File: config.mk
export PLATFORM = sky130hd
export DESIGN_NAME = seg7_scan_ctrl
export DESIGN_NICKNAME = d
export VERILOG_FILES = /design/src/rtl/seg7_scan_ctrl.sv
export SDC_FILE = /design/constraint.sdc
export NUM_CORES = 1
export LEC_CHECK = 0
export ABC_AREA = 0
export BUFFER_PORTS_ARGS = -buffer_cell sky130_fd_sc_hd__buf_2
export CORE_ASPECT_RATIO = 0.75
export CORE_MARGIN = 5
export CORE_UTILIZATION = 59
export DETAILED_ROUTE_END_ITERATION = 10
export MAX_ROUTING_LAYER = met4
export PLACE_DENSITY = 0.81
export SYNTH_ARGS = -nofsm -noshare
export SYNTH_HDL_FRONTEND = slang
export SYNTH_SLANG_ARGS = --single-unit
File: constraint.sdc
create_clock -name clk -period 2.8 [get_ports clk]
set_clock_uncertainty 0.05 [all_clocks]
set_input_delay 0.14 -clock clk [delete_from_list [all_inputs] [get_ports clk]]
set_output_delay 0.14 -clock clk [all_outputs]
set_load 0.02 [all_outputs]
File: src/rtl/seg7_scan_ctrl.sv
// Eight-digit multiplexed seven-segment scan controller with frame-synchronous double-buffered data.
// Define SEG7_LZ_BLANK_EN to switch off anodes of leading-zero digits (digit 0 always shown).
module seg7_scan_ctrl #(
  parameter int unsigned SCAN_DIV = 100000
) (
  input  logic        clk,
  input  logic        rstn,
  input  logic [31:0] data_i,
  input  logic        load_i,
  input  logic [7:0]  dp_i,
  input  logic        blank_i,
  output logic [7:0]  disp_seg_o,
  output logic [7:0]  disp_an_o,
  output logic        frame_o
);

  localparam int unsigned   DW       = $clog2(SCAN_DIV);
  localparam logic [DW-1:0] DIV_LAST = DW'(SCAN_DIV - 1);

  typedef struct packed {
    logic [31:0] data;
    logic [7:0]  dp;
  } disp_t;

  logic [DW-1:0] div_q;
  logic [2:0]    idx_q;
  logic          tick;
  logic          frame_bnd;
  disp_t         shown_q;
  disp_t         pend_q;
  logic          pend_v_q;
  logic [3:0]    nib;
  logic [7:0]    font;
  logic [7:0]    an_d;
  logic [7:0]    seg_d;

  function automatic logic [7:0] hexfont(input logic [3:0] n);
    logic [7:0] f;
    case (n)
      4'h0: f = 8'hC0;  4'h1: f = 8'hF9;  4'h2: f = 8'hA4;  4'h3: f = 8'hB0;
      4'h4: f = 8'h99;  4'h5: f = 8'h92;  4'h6: f = 8'h82;  4'h7: f = 8'hF8;
      4'h8: f = 8'h80;  4'h9: f = 8'h90;  4'hA: f = 8'h88;  4'hB: f = 8'h83;
      4'hC: f = 8'hC6;  4'hD: f = 8'hA1;  4'hE: f = 8'h86;  default: f = 8'h8E;
    endcase
    return f;
  endfunction

  assign tick      = (div_q == DIV_LAST);
  assign frame_bnd = tick && (idx_q == 3'd7);

  // NOTE: sequential state uses non-blocking assignments so every register samples pre-edge values.
  always_ff @(posedge clk or negedge rstn) begin
    if (!rstn) begin
      div_q <= '0;
      idx_q <= '0;
    end else if (tick) begin
      div_q <= '0;
      idx_q <= idx_q + 3'd1;
    end else begin
      div_q <= div_q + DW'(1);
    end
  end

  // Displayed data changes only on the 7->0 wrap, so a frame never mixes old and new digits.
  // NOTE: the pending copy is reset along with its valid flag; a load lost to reset must never resurface.
  always_ff @(posedge clk or negedge rstn) begin
    if (!rstn) begin
      shown_q  <= '0;
      pend_q   <= '0;
      pend_v_q <= 1'b0;
    end else if (frame_bnd) begin
      pend_v_q <= 1'b0;
      if (load_i)        shown_q <= {data_i, dp_i};
      else if (pend_v_q) shown_q <= pend_q;
    end else if (load_i) begin
      pend_q   <= {data_i, dp_i};
      pend_v_q <= 1'b1;
    end
  end

`ifdef SEG7_LZ_BLANK_EN
  logic [7:0] lz_off;
  logic       upper_zero;

  // Walk from the top digit down: a digit is dark while it and everything above it is zero.
  always_comb begin
    upper_zero = 1'b1;
    lz_off     = '0;
    for (int k = 7; k >= 1; k--) begin
      upper_zero = upper_zero & (shown_q.data[4*k +: 4] == 4'h0);
      lz_off[k]  = upper_zero & ~shown_q.dp[k];
    end
  end
`endif

  // NOTE: every combinational output is given a default first so no latch is inferred.
  always_comb begin
    nib   = shown_q.data[{idx_q, 2'b00} +: 4];
    font  = hexfont(nib);
    seg_d = {~shown_q.dp[idx_q], font[6:0]};
    an_d  = ~(8'd1 << idx_q);
`ifdef SEG7_LZ_BLANK_EN
    if (lz_off[idx_q]) an_d = 8'hFF;
`endif
  end

  always_ff @(posedge clk or negedge rstn) begin
    if (!rstn) begin
      disp_an_o  <= 8'hFF;
      disp_seg_o <= 8'hFF;
      frame_o    <= 1'b0;
    end else begin
      frame_o <= frame_bnd;
      if (blank_i) begin
        disp_an_o  <= 8'hFF;
        disp_seg_o <= 8'hFF;
      end else begin
        disp_an_o  <= an_d;
        disp_seg_o <= seg_d;
      end
    end
  end

endmodule

; ---- Word-level counts from Yosys, hierarchy flattened
; Memory sizes are Yosys's and may differ from the RTL's.
; Cells that the tools add are included.
[op_classes]
addsub = 2
magnitude_cmp = 1
eq_ne = 2
shift = 2
muxes = 9
bitwise_logic = 3
reduce_logical = 5
[op_table]
columns = op, count
row1 = 2-to-1 mux 40 bit, 2
row2 = variable part select 32 x 6 -> 4 bit, 1
row3 = adder 17 x 1 -> 17 bit (second input constant), 1
row4 = == test 17 bit (second input constant), 1
row5 = 2-to-1 mux 17 bit, 1
row6 = 2-to-1 mux 8 bit, 2
row7 = NOT 8 bit, 1
row8 = << shifter 1 x 3 -> 8 bit (first input constant), 1
row9 = less-than comparator 3 x 4 -> 1 bit (second input constant), 1
row10 = AND reduction 2 bit, 2
row11 = nonzero test 2 bit, 2
row12 = adder 3 x 1 -> 3 bit (second input constant), 1
row13 = binary-select mux 1 bit (select 3 bit), 1
row14 = == test 3 bit (second input constant), 1
row15 = 2-to-1 mux 1 bit, 3
row16 = NOT 1 bit, 2
row17 = logical AND 1 bit, 1
[word_totals]
register_bits = 118
mem_bits_ro = 112
out_inout_bits = 17
word_cells = 35
mem_count = 1
[mem_list]
columns = memory, words, word_bits, read_ports, rd_ports_with_merged_regs, wr, line
row1 = (no name shown), 16, 7, 1, 0, 0, 39  ; case (n)

; ---- Depth between registers and ports, before layout
; Gate-level depths: netlist of run 1.
[depth]
ltp_word = 4
mapped_depth = 8
mapped_depth_nobuf = 7

; ---- Worst setup path before layout of run 1
; Ideal clock, no wire load.
[synth_timing]
path_type = reg-to-reg
from = reg idx_q[0]
to = reg disp_seg_o[4]
arrival_ns = 2.274
required_ns = 2.666
path_slack_ns = 0.393
path_stages_with_launch = 9
path_buffers = 1
cell_sequence = dfrtp_1 -> buf_6 -> mux4_2 -> mux2i_2 -> inv_1 -> ha_1 -> nor2_1 -> a21oi_1 -> a221o_1
[synth_between]
elab_chain_len = 3
[synth_lines]
columns = element, line
row1 = start: declaration, 26  ; logic [2:0] idx_q;
row2 = start signal: assignment, 58  ; idx_q <= idx_q + 3'd1;
row3 = variable part select 32 x 6 -> 4 bit, 98  ; nib = shown_q.data[{idx_q, 2'b00} +: 4];
row4 = memory (16 x 7 bit), --
row5 = 2-to-1 mux 8 bit, 114  ; if (blank_i) begin
row6 = end signal: assignment, 119  ; disp_seg_o <= seg_d;
row7 = end: declaration, 12  ; output logic [7:0] disp_seg_o,
; No other way between the ends.
; A chain may end at the register's enable or synchronous reset.

; ---- Final worst setup path of run 1
; Same ends and word-level chain as after synthesis.

==> run_results.csv, run 1 <==
group,metric,value,unit
synth,synth_top_family_by_area,"multiplexers",
clock_tree,clk_pin_slew,50,ps
layout,nets,612,
critical_path,worst-r2r-setup-slack,370,ps
placed_design,post-dp-hpwl,7410,um
timing,fin_crit_sh,0.869,
clock_tree,cts_buffers,17,
synth,synthAdderAreaFrac,0.0290,
synth,synth-xor-area-share,0.0250,
timing,grt_setup_unrepaired,"false",
floorplan,die-height,94.4,um
placed_design,dpl_worst_slack,411,ps
drt,drt_wl_total,11200,um
synth,synth-simple-area-share,0.0904,
floorplan,rows,30,
floorplan,dieArea,11600,sq um
min_path,min_path_cells,2,
timing,timing.final.ws_setup,367,ps
run_status,outcome,"complete, no violations",
power_and_ir_drop,leakagePower,3.25,nW
clock_tree,clk_latency,410,ps
critical_path,critical_path_arrival,2710,ps
synth,synth.net_count,506,
timing,drv_slew,0,
floorplan,chipWidth,123,um
floorplan,coreArea,9160,sq um
layout,mostFrequentLayoutCells,"102 x dfrtp_1, 61 x nand2_1, 59 x buf_2",
synth,synth_cells,449,
drt,via_per_inst,5.34,
clock_tree,cts_tree,"done",
drt,antenna_left,0,
critical_path,r2r-end,"disp_seg_o[4]",
layout,antennaDiodeCount,0,
timing,final-hold-violation-count,0,
clock_tree,cts_root_buf,"clkbuf_16",
critical_path,critPathKind,"flip-flop to flip-flop",
floorplan,floorplan.initialDensity,0.612,
clock_tree,clockBufferDepth,2,
layout,areaGrowthSynthToFinish,25.1,%
clock_tree,ctsResizeCount,0,
critical_path,worstSetupStartpointType,"flip-flop",
placed_design,portBuffers,60,
synth,synth_compound_area_frac,0.0726,
critical_path,r2r-start,"idx_q[0]",
timing,max_freq,0.411,GHz
placed_design,globalplace.congestion,0.910,
synth,synth_seq_cells,118,
min_path,min_to,"disp_an_o[3]",
timing,setup_viol,0,
global_routing,first_global_vias,3960,
clock_tree,clkSinkCount,118,
critical_path,crit_path_max_fanout,6,
drt,vias,3720,
drt,drt-wirelength-per-cell,16.0,um
synth,synth.area.mux_share,0.211,
timing,relSlewSlack,0.505,
min_path,hold_class,"primary input to flip-flop",
drt,drc_errors,0,
global_routing,grt_usage,0.221,
drt,firstDrtPassIters,4,
global_routing,overflow,0,
timing,worst_slew_pin_slew,742,ps
global_routing,antenna_found_initial,0,
power_and_ir_drop,p_per_area,641,nW/um^2
floorplan,io-pin-count,61,
synth,avgSynthCellArea,12.5,sq um
clock_tree,h-tree-depth,4,
clock_tree,post_cts_buffers,0,
critical_path,rr_worst_depth,8,
run,maxCapViolCount,0,
timing,setup_tns,0,ps
clock_tree,hold_buffers,41,
synth,netlist_area,5600,sq um
min_path,min_from,"blank_i",
global_routing,grt_pass1_wl,19200,um
layout,drive_gt1_frac,0.349,
synth,seq_area_frac_synth,0.530,
drt,drt_iter0_markers,237,
timing,fin_crit,2430,ps
layout,layout_commonest_cell,"dfrtp_1",
critical_path,cp.required,3080,ps
critical_path,end_kind,"flip-flop",
power_and_ir_drop,peakVddDrop,0.514,mV
synth,yosysWarningCount,0,
synth,ys_types,42,
global_routing,grt_max_degree,81,
## cells by family after synthesis
| group | count (synthesis) |
|---|---|
| xor+xnor | 16 |
| flops | 118 |
| simple gates | 112 |
| buf+inv | 33 |
| compound gates | 55 |
| mux | 102 |
| fa+ha+maj | 13 |
## synth_stat cells (all sizes together)
| library cell | instances | area [sq um] |
|---|---|---|
| nand2 | 61 | 229 |
| a31oi | 3 | 18.8 |
| ha | 13 | 163 |
| or4b | 1 | 10.0 |
| dfrtp | 102 | 2550 |
| and4b | 1 | 10.0 |
| o221ai | 2 | 17.5 |
| xor2 | 5 | 43.8 |
| nand4 | 3 | 18.8 |
| nand2b | 3 | 21.3 |
| or3 | 1 | 6.26 |
| nor3 | 6 | 30.0 |
| nand3 | 5 | 30.0 |
| and4 | 1 | 11.3 |
| nor2 | 19 | 71.3 |
| mux2 | 43 | 484 |
| clkinv | 1 | 3.75 |
| inv | 7 | 26.3 |
| buf | 18 | 176 |
| dfstp | 16 | 420 |
| a21oi | 2 | 10.0 |
| a221o | 1 | 10.0 |
| or2 | 1 | 6.26 |
| a22oi | 1 | 7.51 |
| mux2i | 51 | 518 |
| clkbuf | 7 | 26.3 |
| mux4 | 8 | 180 |
| nor2b | 4 | 25.0 |
| a311o | 1 | 10.0 |
| and3 | 6 | 37.5 |
| a2bb2oi | 2 | 17.5 |
| a21o | 1 | 7.51 |
| o21ai | 42 | 308 |
| xnor2 | 11 | 96.3 |
## power by group
part	internal, mW	switching (mW)
Combinational	0.187	0.178
Sequential	1.80	0.0462
Clock	1.55	0.730
Total	3.54	0.954
## registers in the layout (all words and copies together), names as in the netlist
name,count
disp_an_o,8
disp_seg_o,8
div_q,17
frame_o,1
idx_q,3
pend_q,40
pend_v_q,1
shown_q,40
## layout make-up
type	instances	area [sq um]
fill	564	2150
tap	128	160
clock inverter	10	150
inverter	8	30.0
sequential	118	2970
clock buffer	22	474
multi-input combinational	298	2400
timing repair buffer	112	821
## worst max path at each step
| stage | slack [ps] | from | endpoint |
|---|---|---|---|
| 2_1_floorplan | 390 | idx_q[0] | disp_seg_o[4] |
| 3_3_place_gp | 500 | idx_q[0] | disp_seg_o[4] |
| 3_5_place_dp | 410 | idx_q[0] | disp_seg_o[4] |
| 4_1_cts | 350 | idx_q[0] | disp_seg_o[4] |
| 5_1_grt | 180 | idx_q[0] | disp_seg_o[4] |
| 6_report | 370 | idx_q[0] | disp_seg_o[4] |
## critical path, cell delays in order (launching register included)
cell and delay (ps):
dfrtp_1 470, buf_4 230, mux4_2 540, mux2i_2 180
inv_1 100, ha_1 250, nor2_1 170, a21oi_1 60
a221o_1 290
## layer usage
metal	global-route usage	up-vias	wire, um
met5	-	-	0
met4	0.0774	0	78
met3	0.0587	10	519
met2	0.341	85	5610
met1	0.287	1833	4960
li1	-	1792	-
## stage by stage
step / util / hold WS [ps] / cells / total power [mW] / instance area (sq um)
CTS: 0.765 / 8.24 / 696 / 4.53 / 7010
finish: 0.765 / 17.8 / 696 / 4.49 / 7010
global placement: 0.652 / 187 / 623 / 2.18 / 5980
floorplan: - / -206 / 449 / 2.07 / 5600
detailed placement: 0.652 / 202 / 623 / 2.20 / 5980
global route: 0.765 / 36.0 / 696 / 4.67 / 7010
Power figures use the tool's default switching activity.
==> run 2, diff against run 1 <==
Settings changed: BUFFER_PORTS_ARGS -buffer_cell sky130_fd_sc_hd__buf_2 to default, CORE_UTILIZATION 59 to 60, DONT_BUFFER_PORTS from default to 1, PLACE_DENSITY 0.81 to 0.77.
==> run 2 against run 1 <==
Effect of this change:
- the flow now finishes with violations (hold timing)
- sequential share of layout area increased by 1.8 points
- via count decreased by 4.6%
- critical endpoint is now disp_seg_o[2]
- combinational power decreased by 21%
- non-clock buffer count shrank 61
- final cell count down 8.8%
- largest cell class unchanged
==> run_results.csv, run 2 (synthesis results as in run 1) <==
group,metric,value,unit
run_status,outcome,"finished, violations left",
run_status,violations,"hold timing",
drt,drt-wirelength-per-cell,17.5,um
clock_tree,cts_root_buf,"clkbuf_16",
layout,fin_area,6720,sq um
drt,vias,3548,
floorplan,io-pin-count,61,
layout,antennaDiodeCount,0,
clock_tree,clk_latency,420,ps
placed_design,portBuffers,0,
drt,drt_wl_total,11100,um
placed_design,placed_cell_area,5660,sq um
power_and_ir_drop,peakVddDrop,0.517,mV
timing,worst_slew_pin_slew,579,ps
critical_path,crit_slowest_cell,"dfrtp_1",
clock_tree,hold_buffers,42,
clock_tree,cts_tree,"done",
layout,mostFrequentLayoutCells,"102 x dfrtp_1, 61 x nand2_1, 49 x mux2i_1",
layout,reg.largest.list,"pend_q x40, shown_q x40, div_q x17",
timing,setup_tns,0,ps
critical_path,end_kind,"flip-flop",
critical_path,critPathKind,"flip-flop to flip-flop",
floorplan,dieArea,11400,sq um
clock_tree,clk_pin_slew,50,ps
clock_tree,ctsResizeCount,0,
timing,timing.final.ws_setup,187,ps
timing,final-hold-violation-count,118,
layout,finalNonFillerCells,635,
drt,drc_errors,0,
layout,utilization,0.740,
timing,grt_setup_unrepaired,"false",
global_routing,antenna_found_initial,0,
critical_path,crit_chain,"mux4_2 -> mux2_2 -> inv_1 -> ha_1 -> nor2_1 -> a311o_1",
floorplan,die-height,93.7,um
clock_tree,clkSinkCount,118,
clock_tree,h-tree-depth,4,
global_routing,first_global_vias,3664,
timing,setup_viol,0,
clock_tree,post_cts_buffers,0,
power_and_ir_drop,p_per_area,660,nW/um^2
timing,drv_slew,0,
layout,areaGrowthSynthToFinish,19.9,%
timing,holdWs,-619,ps
drt,firstDrtPassIters,4,
drt,via_per_inst,5.59,
global_routing,overflow,0,
timing,relSlewSlack,0.612,
timing,fin_crit_sh,0.933,
floorplan,coreArea,9080,sq um
critical_path,cp.required,3080,ps
timing,fin_crit,2610,ps
layout,layout_commonest_cell,"dfrtp_1",
global_routing,grt_pass1_wl,18900,um
critical_path,max_stage_delay,670,ps
layout,nets,551,
min_path,hold_class,"primary input to asynchronous set/reset pin",
clock_tree,cts_buffers,17,
critical_path,worstSetupStartpointType,"flip-flop",
placed_design,dpl_worst_slack,246,ps
critical_path,crit_path_max_fanout,10,
drt,drt_iter0_markers,229,
run,maxCapViolCount,0,
floorplan,floorplan.initialDensity,0.617,
placed_design,globalplace.congestion,0.774,
timing,max_freq,0.383,GHz
drt,antenna_left,0,
critical_path,critical_path_arrival,2890,ps
placed_design,place_inst,561,
layout,fillers,585,
power_and_ir_drop,leakagePower,3.02,nW
clock_tree,clockBufferDepth,2,
global_routing,grt_usage,0.223,
floorplan,chipWidth,122,um
floorplan,rows,30,
global_routing,grt_max_degree,119,
layout,drive_gt1_frac,0.268,
placed_design,post-dp-hpwl,6640,um
[run 2: metal layers]
layer | vias to the layer above | part of all wire | GRT usage
li1 | 1667 | - | -
met1 | 1763 | 0.45 | 0.292
met2 | 93 | 0.48 | 0.332
met3 | 25 | 0.045 | 0.0572
met4 | 0 | 0.026 | 0.0998
met5 | - | 0 | -
[run 2: final cells by class]
cell class	count	area, sq um	share of cell area
flip-flops and latches	118	2970	0.442
well taps	128	160	0.0238
repair buffers	51	531	0.0789
inverters	8	30.0	0.00447
multi-input cells	298	2400	0.357
clock buffers	23	478	0.0711
clock inverters	9	148	0.0220
[run 2: worst paths after layout]
path / startpoint / to / slack [ps] / cells past startpoint
setup reg to reg: idx_q[0] / disp_seg_o[2] / 190 / 6
hold reg to reg: shown_q[21] / shown_q[21] / 430 / 2
max in group asynchronous: rstn / disp_seg_o[5] / 3050 / 0
hold / removal: rstn / div_q[10] / -620 / 0
min in group clk: load_i / pend_q[4] / 140 / 3
setup / recovery: idx_q[0] / disp_seg_o[2] / 190 / 6
[run 2: stage by stage]
stage | hold WS [ps] | total power, mW
2_1_floorplan | -206 | 2.07
3_5_place_dp | -200 | 2.10
4_1_cts | -641 | 4.46
5_1_grt | -639 | 4.60
3_3_place_gp | -201 | 2.08
6_report | -619 | 4.44
[run 2: report_power, final]
part	internal [mW]	switching, mW
Sequential	1.80	0.0577
Clock	1.55	0.732
Combinational	0.163	0.127
Total	3.52	0.917
[run 2: worst max-delay path: cells and delay by family (launching register included)]
family,cells,cell delay (ps)
muxes,2,920
buffers and inverters,1,160
AOI/OAI and AO/OA,1,360
DFF,1,670
adders and majority gates,1,270
and+or+nand+nor,1,100
